--- config.mk ---
export PLATFORM = sky130hd
export DESIGN_NAME = process_instruction
export DESIGN_NICKNAME = d
export VERILOG_FILES = /design/src/rtl/process_instruction_pkg.sv /design/src/rtl/reg_name.sv /design/src/rtl/process_instruction.sv
export SDC_FILE = /design/constraint.sdc
export NUM_CORES = 1
export LEC_CHECK = 0
export CORE_MARGIN = 2
export CORE_UTILIZATION = 30
export DETAILED_ROUTE_END_ITERATION = 10
export RECOVER_POWER = 100
export SYNTH_ARGS = -nofsm -noshare
export SYNTH_HDL_FRONTEND = slang
export SYNTH_SLANG_ARGS = --single-unit
--- constraint.sdc ---
create_clock -name clk -period 7.1 [get_ports clk]
set_clock_uncertainty 0.05 [all_clocks]
set_input_delay 1.065 -clock clk [delete_from_list [all_inputs] [get_ports clk]]
set_output_delay 1.065 -clock clk [all_outputs]
set_load 0.03 [all_outputs]
--- src/rtl/process_instruction_pkg.sv ---
// Shared RV64IM decode constants: opcodes, funct fields, format codes, flag layout
// and the ABI register-name table.
package process_instruction_pkg;

  localparam logic [6:0] OP_LUI      = 7'b0110111;
  localparam logic [6:0] OP_AUIPC    = 7'b0010111;
  localparam logic [6:0] OP_JAL      = 7'b1101111;
  localparam logic [6:0] OP_JALR     = 7'b1100111;
  localparam logic [6:0] OP_BRANCH   = 7'b1100011;
  localparam logic [6:0] OP_LOAD     = 7'b0000011;
  localparam logic [6:0] OP_STORE    = 7'b0100011;
  localparam logic [6:0] OP_IMM      = 7'b0010011;
  localparam logic [6:0] OP_IMM32    = 7'b0011011;
  localparam logic [6:0] OP_OP       = 7'b0110011;
  localparam logic [6:0] OP_OP32     = 7'b0111011;
  localparam logic [6:0] OP_MISC_MEM = 7'b0001111;
  localparam logic [6:0] OP_SYSTEM   = 7'b1110011;

  localparam logic [2:0] F3_ADD  = 3'd0;
  localparam logic [2:0] F3_SLL  = 3'd1;
  localparam logic [2:0] F3_SR   = 3'd5;
  localparam logic [2:0] F3_JALR = 3'd0;
  localparam logic [2:0] F3_FENCE = 3'd0;

  localparam logic [6:0] F7_BASE   = 7'b0000000;
  localparam logic [6:0] F7_ALT    = 7'b0100000;
  localparam logic [6:0] F7_MULDIV = 7'b0000001;

  localparam logic [31:0] INST_ECALL  = 32'h0000_0073;
  localparam logic [31:0] INST_EBREAK = 32'h0010_0073;

  typedef enum logic [2:0] {
    FMT_R    = 3'd0,
    FMT_I    = 3'd1,
    FMT_S    = 3'd2,
    FMT_B    = 3'd3,
    FMT_U    = 3'd4,
    FMT_J    = 3'd5,
    FMT_NONE = 3'd7
  } fmt_e;

  localparam int FLAG_RD      = 3;
  localparam int FLAG_RS1     = 4;
  localparam int FLAG_RS2     = 5;
  localparam int FLAG_IMM     = 6;
  localparam int FLAG_ILLEGAL = 7;

  // ASCII, right-justified in 32 bits
  function automatic logic [31:0] abi_name(input logic [4:0] idx);
    case (idx)
      5'd0:  abi_name = "zero";
      5'd1:  abi_name = "ra";
      5'd2:  abi_name = "sp";
      5'd3:  abi_name = "gp";
      5'd4:  abi_name = "tp";
      5'd5:  abi_name = "t0";
      5'd6:  abi_name = "t1";
      5'd7:  abi_name = "t2";
      5'd8:  abi_name = "s0";
      5'd9:  abi_name = "s1";
      5'd10: abi_name = "a0";
      5'd11: abi_name = "a1";
      5'd12: abi_name = "a2";
      5'd13: abi_name = "a3";
      5'd14: abi_name = "a4";
      5'd15: abi_name = "a5";
      5'd16: abi_name = "a6";
      5'd17: abi_name = "a7";
      5'd18: abi_name = "s2";
      5'd19: abi_name = "s3";
      5'd20: abi_name = "s4";
      5'd21: abi_name = "s5";
      5'd22: abi_name = "s6";
      5'd23: abi_name = "s7";
      5'd24: abi_name = "s8";
      5'd25: abi_name = "s9";
      5'd26: abi_name = "s10";
      5'd27: abi_name = "s11";
      5'd28: abi_name = "t3";
      5'd29: abi_name = "t4";
      5'd30: abi_name = "t5";
      default: abi_name = "t6";
    endcase
  endfunction

endpackage

--- src/rtl/reg_name.sv ---
// Combinational map from a 5-bit register index to its ABI name string.
module reg_name
  import process_instruction_pkg::*;
#(
  parameter int REGISTER_NAME_WIDTH = 4
)(
  input  logic [4:0]                     idx,
  output logic [REGISTER_NAME_WIDTH*8:0] name
);
  localparam int NAME_W = REGISTER_NAME_WIDTH * 8 + 1;

  assign name = NAME_W'(abi_name(idx));

endmodule

--- src/rtl/process_instruction.sv ---
// RV64IM instruction decoder: mnemonic, ABI register names, immediate and flags,
// registered with one cycle of latency.
module process_instruction
  import process_instruction_pkg::*;
#(
  parameter int REGISTER_NAME_WIDTH    = 4,
  parameter int IMMEDIATE_WIDTH        = 32,
  parameter int FLAG_WIDTH             = 8,
  parameter int INSTRUCTION_NAME_WIDTH = 12
)(
  input  logic                                clk,
  input  logic                                reset,
  input  logic [31:0]                         instruction,
  output logic [REGISTER_NAME_WIDTH*8:0]      rd,
  output logic [REGISTER_NAME_WIDTH*8:0]      rs1,
  output logic [REGISTER_NAME_WIDTH*8:0]      rs2,
  output logic signed [IMMEDIATE_WIDTH-1:0]   imm,
  output logic [FLAG_WIDTH-1:0]               flag,
  output logic [INSTRUCTION_NAME_WIDTH*8:0]   instruction_name
);
  localparam int RN_W = REGISTER_NAME_WIDTH * 8 + 1;
  localparam int MN_W = INSTRUCTION_NAME_WIDTH * 8 + 1;
  localparam int IW   = IMMEDIATE_WIDTH;

  logic [6:0] opcode, f7;
  logic [2:0] f3;
  assign opcode = instruction[6:0];
  assign f3     = instruction[14:12];
  assign f7     = instruction[31:25];

  logic [RN_W-1:0] rd_name, rs1_name, rs2_name;
  reg_name #(.REGISTER_NAME_WIDTH(REGISTER_NAME_WIDTH)) u_rd  (.idx(instruction[11:7]),  .name(rd_name));
  reg_name #(.REGISTER_NAME_WIDTH(REGISTER_NAME_WIDTH)) u_rs1 (.idx(instruction[19:15]), .name(rs1_name));
  reg_name #(.REGISTER_NAME_WIDTH(REGISTER_NAME_WIDTH)) u_rs2 (.idx(instruction[24:20]), .name(rs2_name));

  logic signed [IW-1:0] imm_i, imm_s, imm_b, imm_u, imm_j, sh6, sh5;
  assign imm_i = IW'($signed(instruction[31:20]));
  assign imm_s = IW'($signed({instruction[31:25], instruction[11:7]}));
  assign imm_b = IW'($signed({instruction[31], instruction[7], instruction[30:25], instruction[11:8], 1'b0}));
  assign imm_u = IW'($signed({instruction[31:12], 12'b0}));
  assign imm_j = IW'($signed({instruction[31], instruction[19:12], instruction[20], instruction[30:21], 1'b0}));
  assign sh6   = IW'(instruction[25:20]);
  assign sh5   = IW'(instruction[24:20]);

  logic [MN_W-1:0]      nm;
  fmt_e                 fmt;
  logic                 use_rd, use_rs1, use_rs2, use_imm, legal;
  logic signed [IW-1:0] imm_d;
  logic [7:0]           flag_d;

  always_comb begin
    nm = '0; fmt = FMT_NONE; legal = 1'b1; imm_d = '0;
    use_rd = 1'b0; use_rs1 = 1'b0; use_rs2 = 1'b0; use_imm = 1'b0;
    case (opcode)
      OP_LUI:   begin nm = "lui";   fmt = FMT_U; use_rd = 1'b1; use_imm = 1'b1; imm_d = imm_u; end
      OP_AUIPC: begin nm = "auipc"; fmt = FMT_U; use_rd = 1'b1; use_imm = 1'b1; imm_d = imm_u; end
      OP_JAL:   begin nm = "jal";   fmt = FMT_J; use_rd = 1'b1; use_imm = 1'b1; imm_d = imm_j; end
      OP_JALR: begin
        fmt = FMT_I; use_rd = 1'b1; use_rs1 = 1'b1; use_imm = 1'b1; imm_d = imm_i;
        if (f3 == F3_JALR) nm = "jalr"; else legal = 1'b0;
      end
      OP_BRANCH: begin
        fmt = FMT_B; use_rs1 = 1'b1; use_rs2 = 1'b1; use_imm = 1'b1; imm_d = imm_b;
        case (f3)
          3'd0: nm = "beq";  3'd1: nm = "bne";
          3'd4: nm = "blt";  3'd5: nm = "bge";
          3'd6: nm = "bltu"; 3'd7: nm = "bgeu";
          default: legal = 1'b0;
        endcase
      end
      OP_LOAD: begin
        fmt = FMT_I; use_rd = 1'b1; use_rs1 = 1'b1; use_imm = 1'b1; imm_d = imm_i;
        case (f3)
          3'd0: nm = "lb";  3'd1: nm = "lh";  3'd2: nm = "lw";  3'd3: nm = "ld";
          3'd4: nm = "lbu"; 3'd5: nm = "lhu"; 3'd6: nm = "lwu";
          default: legal = 1'b0;
        endcase
      end
      OP_STORE: begin
        fmt = FMT_S; use_rs1 = 1'b1; use_rs2 = 1'b1; use_imm = 1'b1; imm_d = imm_s;
        case (f3)
          3'd0: nm = "sb"; 3'd1: nm = "sh"; 3'd2: nm = "sw"; 3'd3: nm = "sd";
          default: legal = 1'b0;
        endcase
      end
      OP_IMM: begin
        fmt = FMT_I; use_rd = 1'b1; use_rs1 = 1'b1; use_imm = 1'b1; imm_d = imm_i;
        case (f3)
          3'd0: nm = "addi";  3'd2: nm = "slti"; 3'd3: nm = "sltiu";
          3'd4: nm = "xori";  3'd6: nm = "ori";  3'd7: nm = "andi";
          F3_SLL: begin
            imm_d = sh6;
            if (f7[6:1] == 6'b000000) nm = "slli"; else legal = 1'b0;
          end
          default: begin
            imm_d = sh6;
            if (f7[6:1] == 6'b000000)      nm = "srli";
            else if (f7[6:1] == 6'b010000) nm = "srai";
            else                           legal = 1'b0;
          end
        endcase
      end
      OP_IMM32: begin
        fmt = FMT_I; use_rd = 1'b1; use_rs1 = 1'b1; use_imm = 1'b1; imm_d = sh5;
        if (f3 == F3_ADD) begin nm = "addiw"; imm_d = imm_i; end
        else if (f3 == F3_SLL && f7 == F7_BASE) nm = "slliw";
        else if (f3 == F3_SR && f7 == F7_BASE)  nm = "srliw";
        else if (f3 == F3_SR && f7 == F7_ALT)   nm = "sraiw";
        else legal = 1'b0;
      end
      OP_OP: begin
        fmt = FMT_R; use_rd = 1'b1; use_rs1 = 1'b1; use_rs2 = 1'b1;
        case ({f7, f3})
          {F7_BASE, 3'd0}: nm = "add";    {F7_BASE, 3'd1}: nm = "sll";
          {F7_BASE, 3'd2}: nm = "slt";    {F7_BASE, 3'd3}: nm = "sltu";
          {F7_BASE, 3'd4}: nm = "xor";    {F7_BASE, 3'd5}: nm = "srl";
          {F7_BASE, 3'd6}: nm = "or";     {F7_BASE, 3'd7}: nm = "and";
          {F7_ALT, 3'd0}:  nm = "sub";    {F7_ALT, 3'd5}:  nm = "sra";
          {F7_MULDIV, 3'd0}: nm = "mul";  {F7_MULDIV, 3'd1}: nm = "mulh";
          {F7_MULDIV, 3'd2}: nm = "mulhsu"; {F7_MULDIV, 3'd3}: nm = "mulhu";
          {F7_MULDIV, 3'd4}: nm = "div";  {F7_MULDIV, 3'd5}: nm = "divu";
          {F7_MULDIV, 3'd6}: nm = "rem";  {F7_MULDIV, 3'd7}: nm = "remu";
          default: legal = 1'b0;
        endcase
      end
      OP_OP32: begin
        fmt = FMT_R; use_rd = 1'b1; use_rs1 = 1'b1; use_rs2 = 1'b1;
        case ({f7, f3})
          {F7_BASE, 3'd0}: nm = "addw";   {F7_BASE, 3'd1}: nm = "sllw";
          {F7_BASE, 3'd5}: nm = "srlw";
          {F7_ALT, 3'd0}:  nm = "subw";   {F7_ALT, 3'd5}:  nm = "sraw";
          {F7_MULDIV, 3'd0}: nm = "mulw"; {F7_MULDIV, 3'd4}: nm = "divw";
          {F7_MULDIV, 3'd5}: nm = "divuw"; {F7_MULDIV, 3'd6}: nm = "remw";
          {F7_MULDIV, 3'd7}: nm = "remuw";
          default: legal = 1'b0;
        endcase
      end
      // fence, ecall and ebreak carry no operands worth reporting
      OP_MISC_MEM: begin
        fmt = FMT_I;
        if (f3 == F3_FENCE) nm = "fence"; else legal = 1'b0;
      end
      OP_SYSTEM: begin
        fmt = FMT_I;
        if (instruction == INST_ECALL)       nm = "ecall";
        else if (instruction == INST_EBREAK) nm = "ebreak";
        else                                 legal = 1'b0;
      end
      default: legal = 1'b0;
    endcase
    if (!legal) begin
      nm = "unknown"; fmt = FMT_NONE; imm_d = '0;
      use_rd = 1'b0; use_rs1 = 1'b0; use_rs2 = 1'b0; use_imm = 1'b0;
    end
    flag_d               = {5'b0, fmt};
    flag_d[FLAG_RD]      = use_rd;
    flag_d[FLAG_RS1]     = use_rs1;
    flag_d[FLAG_RS2]     = use_rs2;
    flag_d[FLAG_IMM]     = use_imm;
    flag_d[FLAG_ILLEGAL] = !legal;
  end

  // Output register stage
  always_ff @(posedge clk or posedge reset) begin
    if (reset) begin
      rd               <= '0;
      rs1              <= '0;
      rs2              <= '0;
      imm              <= '0;
      flag             <= '0;
      instruction_name <= '0;
    end else begin
      rd               <= use_rd  ? rd_name  : '0;
      rs1              <= use_rs1 ? rs1_name : '0;
      rs2              <= use_rs2 ? rs2_name : '0;
      imm              <= imm_d;
      flag             <= FLAG_WIDTH'(flag_d);
      instruction_name <= nm;
    end
  end

endmodule

# ---- Yosys cells after proc, flatten, opt, wreduce, memory -nomap -nowiden
# Memory sizes are Yosys's and may differ from the RTL's.
# Index checks and enable logic that the tools add are counted.
dict set report op_classes {
  n_eq_ne 41
  mux 53
  n_reduce_logical 24
}
# operator n
set op_table {}
lappend op_table {{$pmux W47 S18} 1}
lappend op_table {{$pmux W47 S13} 1}
lappend op_table {{$pmux W39 S10} 1}
lappend op_table {{$pmux W39 S7} 1}
lappend op_table {{$pmux W32 S7} 1}
lappend op_table {{$mux W39} 5}
lappend op_table {{$mux W32} 6}
lappend op_table {{$pmux W31 S6} 1}
lappend op_table {{$pmux W23 S7} 1}
lappend op_table {{$mux W31} 4}
lappend op_table {{$mux W97} 1}
lappend op_table {{$mux W47} 2}
lappend op_table {{$eq A10 B4 Y1 const B} 8}
lappend op_table {{$pmux W15 S4} 1}
lappend op_table {{$eq A10 B3 Y1 const B} 4}
lappend op_table {{$eq A7 B6 Y1 const B} 5}
lappend op_table {{$eq A32 B21 Y1 const B} 1}
lappend op_table {{$eq A32 B7 Y1 const B} 1}
lappend op_table {{$eq A7 B7 Y1 const B} 4}
lappend op_table {{$mux W1} 23}
lappend op_table {{$eq A7 B5 Y1 const B} 3}
lappend op_table {{$eq A10 B2 Y1 const B} 2}
lappend op_table {{$eq A10 B9 Y1 const B} 2}
lappend op_table {{$pmux W3 S6} 1}
lappend op_table {{25 further kinds} 38}
dict set report totals {
  reg_bits 233
  romBits 2112
  inputBits 34
  n_memories 3
}
# name words width rd rd_ports_with_merged_regs wr line
set mem_list {}
lappend mem_list {{(name not given)} 32 22 1 0 0 process_instruction_pkg.sv:50} ;# case (idx)
lappend mem_list {{(name not given)} 32 22 1 0 0 process_instruction_pkg.sv:50}
lappend mem_list {{(name not given)} 32 22 1 0 0 process_instruction_pkg.sv:50}

# ---- Logic depth before layout (Yosys ltp)
dict set report logic_depth {
  ltp_word 9
  depth_mapped 11
  ltp_nobuf 7
}

# ---- Cells and area by module
# Synthesis repeated with hierarchy kept, for this count alone.
dict set report hier_totals {
  hier_cells 1087
  area_unflattened_um2 9791.9
}
# module instances cells_each area_each_um2 seq_area_each_um2
set modules_own_cells {}
lappend modules_own_cells {process_instruction 1 871 8294.2 4279.1}
lappend modules_own_cells {reg_name 3 72 499.2 0.0}

# ---- Worst setup path before layout
# OpenSTA, ideal clock, no wires.
dict set report synth_timing {
  kind {input -> register}
  from {in instruction[0]}
  to {reg imm[21]}
  arrival_ps 2935
  slack_ps 3978
  path_stages 11
  cell_sequence {clkbuf_1 > nor4bb_1 > buf_2 > o211a_1 > or3_1 > a2111oi_4 > nand2_2 > inv_2 > buf_6 > buf_6 > a21oi_1}
}
dict set report synth_via {
  elab_chain_len 5
  word_cells_on_any_way 24
}
# element line
set synth_rtl {}
lappend synth_rtl {{start: declaration} process_instruction.sv:13} ;# input logic [31:0] instruction,
lappend synth_rtl {{$eq A32 B21 Y1} process_instruction.sv:146} ;# else if (instruction == INST_EBREAK) nm = "ebreak";
lappend synth_rtl {{$mux W1} process_instruction.sv:146}
lappend synth_rtl {{$mux W1} process_instruction.sv:145} ;# if (instruction == INST_ECALL) nm = "ecall";
lappend synth_rtl {{$pmux W1 S10} process_instruction.sv:54} ;# case (opcode)
lappend synth_rtl {{$mux W32 (*)} process_instruction.sv:151} ;# if (!legal) begin
lappend synth_rtl {{via imm_d[21]} process_instruction.sv:48} ;# logic signed [IW-1:0] imm_d;
lappend synth_rtl {{end signal: assignment} process_instruction.sv:176} ;# imm <= imm_d;
lappend synth_rtl {{end: declaration} process_instruction.sv:17} ;# output logic signed [IMMEDIATE_WIDTH-1:0] imm,
# Mark *: on every way through the listed nets, which the timed path passes. The rest lies on a longest branch.

# ---- Worst setup path after layout
dict set report layout_timing {
  from {in instruction[13]}
  to {reg rd[3]}
}
dict set report layout_via {
  elab_chain_len 9
  word_cells_on_any_way 53
}
# element line
set layout_rtl {}
lappend layout_rtl {{$eq A3 B3 Y1} n/a}
lappend layout_rtl {{$logic_and A1 B1 Y1} process_instruction.sv:108} ;# else if (f3 == F3_SR && f7 == F7_ALT) nm = "sraiw";
lappend layout_rtl {{$mux W1} process_instruction.sv:108}
lappend layout_rtl {{$mux W1} process_instruction.sv:107} ;# else if (f3 == F3_SR && f7 == F7_BASE) nm = "srliw";
lappend layout_rtl {{$mux W1} process_instruction.sv:106} ;# else if (f3 == F3_SLL && f7 == F7_BASE) nm = "slliw";
lappend layout_rtl {{$mux W1} process_instruction.sv:105} ;# if (f3 == F3_ADD) begin nm = "addiw"; imm_d = imm_i; end
lappend layout_rtl {{$pmux W1 S10 (*)} process_instruction.sv:54}
lappend layout_rtl {{$mux W1 (*)} process_instruction.sv:151}
lappend layout_rtl {{$mux W32 (*)} process_instruction.sv:173} ;# rd <= use_rd ? rd_name : '0;
lappend layout_rtl {{end signal: assignment} process_instruction.sv:173}
lappend layout_rtl {{end: declaration} process_instruction.sv:14} ;# output logic [REGISTER_NAME_WIDTH*8:0] rd,
# Mark *: on every way between the ends. The rest lies on a longest branch, timed or not.

==> results.txt <==
The share of flip-flops with an asynchronous set or reset came out at 100.0%. Global routing used 5.204% of the available met3 tracks. Dividing the detail-routed via count by the number of cells gives 5.494. The share of Yosys cell area claimed by the top area cell type is 35.86%. Measured against its own limit, the worst slew margin works out to -25.37%. The pre-antenna-repair detailed-routing pass consisted of 5 iterations. The met2 usage is 32.90%. The register cell area after layout is 0.002853 mm2.

The highest attainable clock frequency is 172.1 MHz. The critical-path maximum fanout is 51. The dominant combinational cell family by area after synthesis is simple AND/OR/NAND/NOR gates. TritonCTS built the clock tree. The HPWL after detailed placement is 22.72 mm. The total detailed-routing wirelength is 30.77 mm. The starting utilization of the core area came out at 30.53%. Summing the areas of all compound-gate instances in the mapped netlist gives 19.79% of the synthesized area. For this run, the number of Yosys warnings is 0. The die covers 0.02784 mm2. The busiest layer in global routing is met2.

Detailed routing inserted a total of 7823 vias. The maximum resistive drop on vdd came out at 0.1617 mV. On the critical path, the stage with the largest delay is an instance of sky130_fd_sc_hd__clkbuf_1. The number of antenna diodes in the final layout is 0.

The distinct cell type count after synthesis came out at 79. The multi-input gate area in the final layout is 0.004048 mm2. During I/O placement, the number of pins put on the boundary was 270. The power density over the cells came out at 186.6 mW/mm2. Global routing finished with a remaining overflow of 0. STA classifies the critical path endpoint as a flip-flop. The met1 global-route usage is 29.27%. Summing the areas of all and, or, nand and nor instances in the mapped netlist gives 24.36% of the synthesized area. The initial detailed-routing violation count is 869. The post-synth design cell area is 0.007955 mm2. The placed instance area came out at 0.009519 mm2. The sum of internal, switching and leakage power came out at 1.888 mW.

The post-layout net count is 1124. The worst setup path is of the in2reg kind. The area of the core region is 0.02606 mm2. Buffers placed on the I/O ports in this run total 191.

The number of synthesized register bits is 114. The clock passes through at most 2 buffers. Sorting the synthesized cells by how often they occur yields 122 x sky130_fd_sc_hd__buf_4, 114 x sky130_fd_sc_hd__dfrtp_1, 90 x sky130_fd_sc_hd__nand2_1. The initial antenna violation count is 0. The routed wirelength normalized by instance count came out at 21.61 um.

Adding up every negative setup slack in the final design gives 0 ns. The checks that failed: max-capacitance violations, max-slew violations. The tree is rooted in a sky130_fd_sc_hd__clkbuf_16. The required time at the endpoint of the critical path is 7.32 ns. The area growth from synthesis to layout came out at 27.18%.

Walking the worst path, the cells encountered are dlygate4sd3_1 > clkbuf_1 > a21oi_1 > o211a_1 > or3_1 > a2111oi_4 > nand2_2 > inv_2 > buf_4 > nor4b_1. The count of buffering cells on the critical path with inverters included is 4. The number of buffers inserted to repair setup after CTS came out at 0. The post-route netlist has 6.979% of its cells at a drive strength greater than 1. The stage delay of the slowest cell on the critical path is 1.32 ns.

The count of endpoints failing setup in the final report is 0. The most common cell in the netlist is sky130_fd_sc_hd__buf_4. The design area is 0.01012 mm2. The type of element launching the critical path is an input pin. The first-pass GRT wire length came out at 45.56 mm.

Of all cell types, the one taking the most synthesized area is sky130_fd_sc_hd__dfrtp_1. The arrival time of data at the critical path endpoint is 6.02 ns. The H-tree depth reported by CTS came out at 4. In the synthesized netlist the dominant register cell turns out to be sky130_fd_sc_hd__dfrtp_1.

The number of hold buffers added after CTS came out at 0. The run finished, with violations left. The count of maximum capacitance violations is 3. The slew at the pin closest to its max-slew limit came out at 1.870 ns.

The final count of hold timing violations came out at 0. The tightest min-delay check is of the in2reg type. Synthesis produced a netlist whose cell count is 963. The mean instance size in the synthesized netlist is 8.261 um2.

The total count of max-transition violations in the final report came out at 156. The filler cell count is 2594. The number of clock sinks is 114. The number of flops mapped to enable cells by yosys is 0. Once the clock tree was built, the resizer swapped 0 gates to a different size. Summing the areas of all xor and xnor instances in the mapped netlist gives 0.3303% of the synthesized area.

The largest net degree at the start of global routing is 71. After detailed routing, the number of remaining DRC violations is 0. The global-route total usage across every layer came out at 21.41%.

Clock tree synthesis inserted a total of 17 buffers. The time the final worst path needs with I/O delays and setup is 5.809 ns. The x dimension of the die came out at 166.8 um. The initialized floorplan defines 59 standard-cell rows. The portion of synthesized area spent on multiplexers is 0.6763%. After synthesis, the cell types taking the most area are sky130_fd_sc_hd__dfrtp_1 36%, sky130_fd_sc_hd__buf_4 12%, sky130_fd_sc_hd__a21oi_1 4.3%. The number of global-route vias before repair is 7193. In this run the remaining antenna-violating nets after routing total 0.

The cell type group with the largest total delay on the critical path is buffers and inverters. In this run the vertical extent of the chip is 166.8 um. The final worst-path cycle share is 81.82%. Setup repair after global routing left no endpoint under its margin. For this run, the register share of the synthesized area comes to 35.86%.

The placer's final routability congestion estimate is 0.9784. The cell leakage power came out at 4.335 nW. The adder and majority cell fraction of the synthesized area is 2.328%. Clock-pin slew was measured on the worst setup and hold paths at 0.05 ns.
## stage by stage
stage	util (%)	std cells	hold WS [ns]	worst slack [ns]
floorplan	-	1040	1.141	2.969
global placement	36.53	1392	1.455	1.777
detailed placement	36.53	1392	1.461	1.751
CTS	38.97	1424	1.016	2.190
global route	38.82	1424	1.324	1.049
finish	38.82	1424	1.290	1.291
## flip-flops by register name (all words and copies together) (netlist names)
register / flops
instruction_name: 33
imm: 32
rd: 14
rs1: 14
rs2: 14
flag: 7
## worst min-delay path, delay by kind of cell
family,cells,cell delay (ns)
AND/OR/NAND/NOR,1,0.10
AO/OA/AOI/OAI,1,0.06
buffers and inverters,1,0.49
## area by class of cell
class | instances | share of cell area, %
well taps | 335 | 4.143
flip-flops and latches | 114 | 28.20
inverters | 17 | 0.6431
repair buffers | 217 | 20.73
clock inverters | 13 | 1.806
clock buffers | 19 | 4.477
multi-input cells | 709 | 40.01
## cell families (layout without fill, tap and decap cells)
group	after synthesis	in the layout
and+or+nand+nor	370	370
AOI/OAI and AO/OA	238	238
buffers and inverters	217	266
DFF	114	114
adders and majority gates	15	15
muxes	4	4
xor gates and xnor gates	3	3
other	2	79
## report_power, final
part | total, mW | leakage, nW | internal (mW) | switching (mW)
Sequential | 0.659 | 1.46 | 0.656 | 0.00218
Combinational | 0.311 | 2.57 | 0.0790 | 0.232
Clock | 0.919 | 0.301 | 0.605 | 0.314
Total | 1.89 | 4.34 | 1.34 | 0.548
## placed cells by master, fill, tap and decap left out, drive strengths merged, types with 6 or more instances in the layout
cell and instances:
a211oi 13, nor2 74, o211ai 7, o21ai 46
a21oi 68, inv 17, dlygate4sd3 161, nand3 38
a2111oi 9, nand2 92, nand4 14, and3 14
ha 14, nor4 13, a31oi 11, nor4b 8
o31ai 6, or3 7, a221oi 7, nand2b 14
clkbuf 22, o21a 7, nor2b 11, clkdlybuf4s50 30
nor3 44, o22ai 15, buf 23, and2 7
conb 79, a22oi 11, dfrtp 114
## worst paths after layout
check                                        to       startpoint  slack [ns]  cells after the start
worst min-delay path                    imm[27]  instruction[27]        1.29                      3
min in group asynchronous  instruction_name[14]            reset        1.52                      2
worst max-delay path                      rd[3]  instruction[13]        1.29                     10
max in group asynchronous               imm[14]            reset        3.06                      3
## metal layers
metal  vias up  routed length, um
li1       3501                  -
met1      3752              13130
met2       511              13750
met3        59               2937
met4         0                953
met5         -                  0
Note: power is estimated with default switching activity, not from simulation.
